File: config.mk
export PLATFORM = sky130hd
export DESIGN_NAME = mem_responder
export DESIGN_NICKNAME = d
export VERILOG_FILES = /design/src/rtl/mem_if_pkg.sv /design/src/rtl/mem_lane_align.sv /design/src/rtl/mem_responder.sv
export SDC_FILE = /design/constraint.sdc
export NUM_CORES = 1
export LEC_CHECK = 0
export ABC_AREA = 1
export CORE_MARGIN = 3
export CORE_UTILIZATION = 40
export CTS_CLUSTER_DIAMETER = 100
export DETAILED_ROUTE_END_ITERATION = 7
export PLACE_DENSITY = 0.81
export SLEW_MARGIN = 5
export SYNTH_ARGS = -nofsm -noshare
export SYNTH_HDL_FRONTEND = slang
export SYNTH_HIERARCHICAL = 1
export SYNTH_SLANG_ARGS = --single-unit
File: constraint.sdc
create_clock -name clk -period 4.4 [get_ports clk]
set_clock_uncertainty 0.2 [all_clocks]
set_input_delay 0.66 -clock clk [delete_from_list [all_inputs] [get_ports clk]]
set_output_delay 0.66 -clock clk [all_outputs]
set_load 0.02 [all_outputs]
File: src/rtl/mem_if_pkg.sv
// Shared encodings for the core_v6 memory responder: bus op codes, funct3
// access widths, the reset NOP and the responder state encoding.
package mem_if_pkg;

   typedef enum logic [1:0] {
      OP_NONE  = 2'b00,
      OP_LOAD  = 2'b01,
      OP_STORE = 2'b10,
      OP_RSVD  = 2'b11
   } op_e;

   localparam logic [2:0] F3_B  = 3'b000;
   localparam logic [2:0] F3_H  = 3'b001;
   localparam logic [2:0] F3_W  = 3'b010;
   localparam logic [2:0] F3_BU = 3'b100;
   localparam logic [2:0] F3_HU = 3'b101;

   localparam logic [31:0] NOP_INSN = 32'h0000_0013;

   typedef enum logic [1:0] {
      ST_FETCH = 2'b00,
      ST_DREQ  = 2'b01,
      ST_DWAIT = 2'b10,
      ST_DRESP = 2'b11
   } state_e;

   // Reserved op code 11 behaves like NONE.
   function automatic logic is_access(input logic [1:0] op);
      return (op == OP_LOAD) || (op == OP_STORE);
   endfunction

endpackage

File: src/rtl/mem_lane_align.sv
// Byte-lane steering for one data access: store byte enables and replicated
// write data, load extraction with sign/zero extension, and alignment errors.
module mem_lane_align
   import mem_if_pkg::*;
#(
   parameter int W = 32
) (
   input  logic [1:0]   addr_lo_i,
   input  logic [2:0]   width_i,
   input  logic [W-1:0] wdata_i,
   input  logic [W-1:0] rdata_i,
   output logic [3:0]   be_o,
   output logic [W-1:0] wdata_rep_o,
   output logic [W-1:0] rdata_ext_o,
   output logic         err_o
);

   logic [W-1:0] shifted;

   // NOTE: every output is given a default first so no path through the case infers a latch.
   always_comb begin
      shifted     = rdata_i >> {addr_lo_i, 3'b000};
      be_o        = 4'b0000;
      wdata_rep_o = wdata_i;
      rdata_ext_o = '0;
      err_o       = 1'b0;
      case (width_i)
         F3_B, F3_BU: begin
            be_o        = 4'b0001 << addr_lo_i;
            wdata_rep_o = {(W/8){wdata_i[7:0]}};
            rdata_ext_o = (width_i == F3_B) ? {{(W-8){shifted[7]}}, shifted[7:0]}
                                            : {{(W-8){1'b0}}, shifted[7:0]};
         end
         F3_H, F3_HU: begin
            err_o       = addr_lo_i[0];
            be_o        = addr_lo_i[1] ? 4'b1100 : 4'b0011;
            wdata_rep_o = {(W/16){wdata_i[15:0]}};
            rdata_ext_o = (width_i == F3_H) ? {{(W-16){shifted[15]}}, shifted[15:0]}
                                            : {{(W-16){1'b0}}, shifted[15:0]};
         end
         F3_W: begin
            err_o       = (addr_lo_i != 2'b00);
            be_o        = 4'b1111;
            rdata_ext_o = shifted;
         end
         default: err_o = 1'b1;
      endcase
      if (err_o) be_o = 4'b0000;
   end

endmodule

File: src/rtl/mem_responder.sv
// Memory-side responder for core_v6: zero-wait instruction fetch from a single-ported
// synchronous RAM, with data accesses stalling the core for WAIT_STATES+2 cycles.
module mem_responder
   import mem_if_pkg::*;
#(
   parameter int W           = 32,
   parameter int ADDR_BITS   = 12,
   parameter int WAIT_STATES = 1
) (
   input  logic                 clk,
   input  logic                 reset,
   input  logic [W-1:0]         inst_addr,
   output logic [W-1:0]         inst_rdata,
   input  logic [W-1:0]         data_addr,
   input  logic [W-1:0]         data_wdata,
   input  logic [1:0]           opType,
   input  logic [2:0]           width,
   output logic                 mem_stall,
   output logic [W-1:0]         data_rdata,
   output logic                 bus_err,
   output logic                 ram_en,
   output logic                 ram_we,
   output logic [3:0]           ram_be,
   output logic [ADDR_BITS-1:0] ram_addr,
   output logic [W-1:0]         ram_wdata,
   input  logic [W-1:0]         ram_rdata
);

   state_e         state_q, state_d, cur_state;
   logic [3:0]     wait_cnt_q, wait_cnt_d;
   logic           served_q, served_d;
   logic           is_load_q, is_load_d;
   logic [1:0]     addr_lo_q, addr_lo_d;
   logic [2:0]     width_q, width_d;
   logic           err_q, err_d;
   logic           ifetch_vld_q, ifetch_vld_d;
   logic [W-1:0]   inst_hold_q, inst_hold_d;
   logic [W-1:0]   data_rdata_q, data_rdata_d;

   logic           accept;
   logic           range_err;
   logic [1:0]     lane_addr_lo;
   logic [2:0]     lane_width;
   logic [3:0]     lane_be;
   logic [W-1:0]   lane_wdata;
   logic [W-1:0]   lane_rdata;
   logic           lane_err;

   logic                 stall_c, bus_err_c, ram_en_c, ram_we_c;
   logic [3:0]           ram_be_c;
   logic [ADDR_BITS-1:0] ram_addr_c;

   logic unused_addr_bits;
   assign unused_addr_bits = ^{inst_addr[W-1:ADDR_BITS+2], inst_addr[1:0]};

   // The accept cycle is itself the DREQ cycle, so DREQ only ever exists combinationally.
   assign accept    = (state_q == ST_FETCH) && !served_q && is_access(opType);
   assign cur_state = accept ? ST_DREQ : state_q;
   assign range_err = |data_addr[W-1:ADDR_BITS+2];

   assign lane_addr_lo = (cur_state == ST_DREQ) ? data_addr[1:0] : addr_lo_q;
   assign lane_width   = (cur_state == ST_DREQ) ? width          : width_q;

   mem_lane_align #(
      .W (W)
   ) u_lane (
      .addr_lo_i   (lane_addr_lo),
      .width_i     (lane_width),
      .wdata_i     (data_wdata),
      .rdata_i     (ram_rdata),
      .be_o        (lane_be),
      .wdata_rep_o (lane_wdata),
      .rdata_ext_o (lane_rdata),
      .err_o       (lane_err)
   );

   always_comb begin
      state_d      = state_q;
      wait_cnt_d   = wait_cnt_q;
      served_d     = served_q;
      is_load_d    = is_load_q;
      addr_lo_d    = addr_lo_q;
      width_d      = width_q;
      err_d        = err_q;
      ifetch_vld_d = 1'b0;
      inst_hold_d  = inst_rdata;
      data_rdata_d = data_rdata_q;
      stall_c      = 1'b0;
      bus_err_c    = 1'b0;
      ram_en_c     = 1'b0;
      ram_we_c     = 1'b0;
      ram_be_c     = 4'b0000;
      ram_addr_c   = inst_addr[ADDR_BITS+1:2];

      case (cur_state)
         ST_FETCH: begin
            ram_en_c     = 1'b1;
            ifetch_vld_d = 1'b1;
            served_d     = 1'b0;
         end
         ST_DREQ: begin
            stall_c    = 1'b1;
            ram_en_c   = 1'b1;
            ram_addr_c = data_addr[ADDR_BITS+1:2];
            is_load_d  = (opType == OP_LOAD);
            addr_lo_d  = data_addr[1:0];
            width_d    = width;
            err_d      = lane_err || range_err;
            if ((opType == OP_STORE) && !(lane_err || range_err)) begin
               ram_we_c = 1'b1;
               ram_be_c = lane_be;
            end
            if (WAIT_STATES == 0) begin
               state_d = ST_DRESP;
            end else begin
               state_d    = ST_DWAIT;
               wait_cnt_d = 4'(WAIT_STATES - 1);
            end
         end
         ST_DWAIT: begin
            stall_c = 1'b1;
            if (wait_cnt_q == 4'd0) state_d = ST_DRESP;
            else                    wait_cnt_d = wait_cnt_q - 4'd1;
         end
         ST_DRESP: begin
            // Re-read the fetch address so inst_rdata is valid again on release.
            stall_c      = 1'b1;
            bus_err_c    = err_q;
            ram_en_c     = 1'b1;
            ifetch_vld_d = 1'b1;
            served_d     = 1'b1;
            state_d      = ST_FETCH;
            if (is_load_q) data_rdata_d = err_q ? '0 : lane_rdata;
         end
         default: state_d = ST_FETCH;
      endcase
   end

   // NOTE: sequential state uses non-blocking assignments only, so every register samples pre-edge values.
   always_ff @(posedge clk) begin
      if (reset) begin
         state_q      <= ST_FETCH;
         wait_cnt_q   <= '0;
         served_q     <= 1'b0;
         is_load_q    <= 1'b0;
         addr_lo_q    <= '0;
         width_q      <= '0;
         err_q        <= 1'b0;
         ifetch_vld_q <= 1'b0;
         inst_hold_q  <= W'(NOP_INSN);
         data_rdata_q <= '0;
      end else begin
         state_q      <= state_d;
         wait_cnt_q   <= wait_cnt_d;
         served_q     <= served_d;
         is_load_q    <= is_load_d;
         addr_lo_q    <= addr_lo_d;
         width_q      <= width_d;
         err_q        <= err_d;
         ifetch_vld_q <= ifetch_vld_d;
         inst_hold_q  <= inst_hold_d;
         data_rdata_q <= data_rdata_d;
      end
   end

   // Fresh RAM data is forwarded the cycle after a fetch read; otherwise the last word is held.
   assign inst_rdata = ifetch_vld_q ? ram_rdata : inst_hold_q;
   assign data_rdata = data_rdata_q;
   assign mem_stall  = !reset && stall_c;
   assign bus_err    = !reset && bus_err_c;
   assign ram_en     = !reset && ram_en_c;
   assign ram_we     = !reset && ram_we_c;
   assign ram_be     = reset ? 4'b0000 : ram_be_c;
   assign ram_addr   = ram_addr_c;
   assign ram_wdata  = lane_wdata;

endmodule

==> impl_metrics.json <==
{
  "ys_types": 29,
  "drt_pass1_iterations": 5,
  "fin_area_mm2": 0.00750,
  "fp.dieH_um": 116,
  "grt_usage": 0.254,
  "met1_usage": 0.305,
  "synth_nets": 924,
  "fillers": 1079,
  "power.density_mw_per_mm2": 621,
  "status": "finished clean",
  "ys_seq_area_frac": 0.326,
  "antenna_found_initial": 0,
  "die_w_um": 116,
  "r2r-start": "state_q[1]$_SDFFE_PP0P_",
  "worst_path_max_delay_cell": "clkdlybuf4s50_1",
  "grt_overflow_total": 0,
  "dp_hpwl_mm": 13.0,
  "dp_cells": 1136,
  "cap_violations": 0,
  "busiest_layer": "met2",
  "min_path_type": "register to register",
  "ir_drop_mv": 0.327,
  "insertion_delay_ps": 340,
  "drive_above_1_share": 0.105,
  "r2r_setup_slack_ps": 1190,
  "grt_pass1_wl_mm": 27.3,
  "worstSetupPathType": "input pin to output pin",
  "crit_path_cell_trace": "clkdlybuf4s50_1 > inv_1 > ha_1 > o21ai_1 > and2_4 > ha_4 > inv_4 > nand2_1 > nand2_2 > inv_4 > buf_4 > nand2_1 > buf_4 > inv_2 > nand2_1 > o211ai_1 > clkdlybuf4s15_1",
  "end_kind": "output pin",
  "slew_viol_final": 0,
  "cts_buffer_depth": 2,
  "start_util": 0.416,
  "drc": 0,
  "cp-start-kind": "input pin",
  "fin_cells": 1152,
  "portBuffers": 230,
  "core_area_mm2": 0.0117,
  "yosysWarningCount": 6,
  "timing.critical_path.from": "opType[0]",
  "period_minus_slack_ps": 4230,
  "fmax_ghz": 0.236,
  "numCtsBuffers": 9,
  "max_stage_delay_ps": 490,
  "antenna_cells": 0,
  "cts_tree": "yes",
  "viasPerCell": 5.04,
  "gp_congestion": 0.936,
  "syn_inst": 784,
  "grtUsageMet3": 0.0627,
  "slew_headroom": 0.613,
  "path_common_cell": "nand2_1",
  "avgSynthCellArea_um2": 6.19,
  "drt_wl_total_mm": 17.0,
  "critPathArrivalTime_ps": 3370,
  "grt_max_degree": 56,
  "holdWs_ps": 262,
  "critPathTopFamily": "buffers and inverters",
  "synth-seq-cells": 79,
  "cp_num_buf_inv": 8,
  "grt_use_met2": 0.446,
  "rows": 39,
  "drt_iter0_markers": 433,
  "clock-sinks": 79,
  "required_ps": 3540,
  "cts_setup_buffers": 0,
  "grt_pass1_vias": 5552,
  "utilization": 0.643,
  "clk_pin_slew_ps": 60,
  "hp-start": "inst_hold_q[0]$_SDFF_PP1_",
  "fin_crit_sh": 0.961,
  "nNetsFinal": 1144,
  "dieArea_mm2": 0.0135,
  "netlist_area_mm2": 0.00486,
  "hold_violations": 0,
  "ant_nets": 0,
  "setup_viol": 0,
  "area_growth_pct": 54.5,
  "tightestPinTransition_ps": 580,
  "leakagePower_uw": 0.00343,
  "num_vias": 5810,
  "h-tree-depth": 3,
  "dpl_cell_area_mm2": 0.00723,
  "wl_per_cell_um": 14.7,
  "io_pins": 251,
  "multi_input_area_mm2": 0.00276,
  "holdBufCountCts": 0,
  "final-seq-area_mm2": 0.00158,
  "cts_root_buffer": "clkbuf_16",
  "fin_setup_tns_ps": 0,
  "path_max_fanout": 10
}
-- where the power goes --
part           switching [uW]  internal, uW
Sequential               43.0           827
Combinational            1860          1180
Clock                     302           443
-- cell usage in the layout (no fill, tap or decap), drive strengths merged --
cell,n
o31ai,1
buf,40
o211ai,3
clkbuf,16
dlygate4sd2,7
clkinvlp,1
nand3,41
dfxtp,79
ha,5
xor2,1
o32ai,1
clkdlybuf4s50,208
inv,46
a21oi,79
clkinv,3
nor2,51
clkdlybuf4s15,4
bufinv,1
nand2,365
nand4,33
nor3,5
and2,2
o21ai,17
-- synthesized netlist by cell type, drive strengths merged --
master,count,area [um^2]
nand3,41,270
nor3,5,25.0
clkinv,1,3.75
clkbuf,7,26.3
nand2,365,1410
a21oi,79,403
o211ai,3,22.5
inv,44,170
dfxtp,79,1580
o31ai,1,7.51
o32ai,1,8.76
ha,5,62.6
nor2,51,211
nand4,33,206
buf,49,340
o21ai,17,85.1
xor2,1,8.76
and2,2,12.5
-- routing by layer --
metal	share of wire	up-vias
met3	0.075	35
met2	0.49	249
met1	0.41	2582
met4	0.024	0
li1	-	2944
met5	0	-
-- area by class of cell --
class | instances | share of cell area
multi-input combinational | 604 | 0.368
timing repair buffer | 265 | 0.334
inverter | 45 | 0.0235
sequential | 79 | 0.211
tap | 143 | 0.0239
clock inverter | 6 | 0.00917
clock buffer | 10 | 0.0305
-- worst register-to-register path, stage by stage, from the launching register on --
cell     delay, ps
dfxtp_1        360
inv_2           80
nor2_2         190
inv_2           70
and2_4         170
ha_4           180
buf_4          150
nand2_1         70
nand2_1         90
buf_4          150
buf_4          140
inv_2           60
buf_4          270
nand2_1        110
nand2_1         80
nand2_1         70
nand2_2         80
nand2_4        180
nand2_1        140
nand4_1        140
a21oi_1        170
-- stage by stage --
| stage | worst slack [ps] | total power [uW] |
|---|---|---|
| 6_report | 170 | 4660 |
| 2_1_floorplan | 501 | 2800 |
| 5_1_grt | -21.0 | 5020 |
| 3_3_place_gp | -413 | 3900 |
| 3_5_place_dp | -478 | 3930 |
| 4_1_cts | 31.0 | 4640 |
-- cell families after synthesis --
| logic type | after synthesis | synth area share |
|---|---|---|
| AOI/OAI and AO/OA | 101 | 0.108 |
| buffers and inverters | 101 | 0.111 |
| adders and majority gates | 5 | 0.0129 |
| xor gates and xnor gates | 1 | 0.00180 |
| and+or+nand+nor | 497 | 0.440 |
| DFF | 79 | 0.326 |
-- worst paths after layout --
kind / to / cells after the start
setup / recovery: ram_wdata[29] / 17
hold / removal: inst_hold_q[0]$_SDFF_PP1_ / 2
setup reg to reg: data_rdata[9]$_SDFFE_PP0P_ / 20
hold reg to reg: inst_hold_q[0]$_SDFF_PP1_ / 2
-- registers in the layout, indices dropped and copies added (netlist names), 2 cells and up --
name         cells
addr_lo_q        2
data_rdata      32
inst_hold_q     32
state_q          2
wait_cnt_q       4
width_q          3
-- timing repair --
item / 4_1_cts / 5_1_grt
endpoints found under the setup margin: 21 / 21
resized for setup: 34 / 26
pin swaps: 0 / 1
Power figures use the tool's default switching activity.
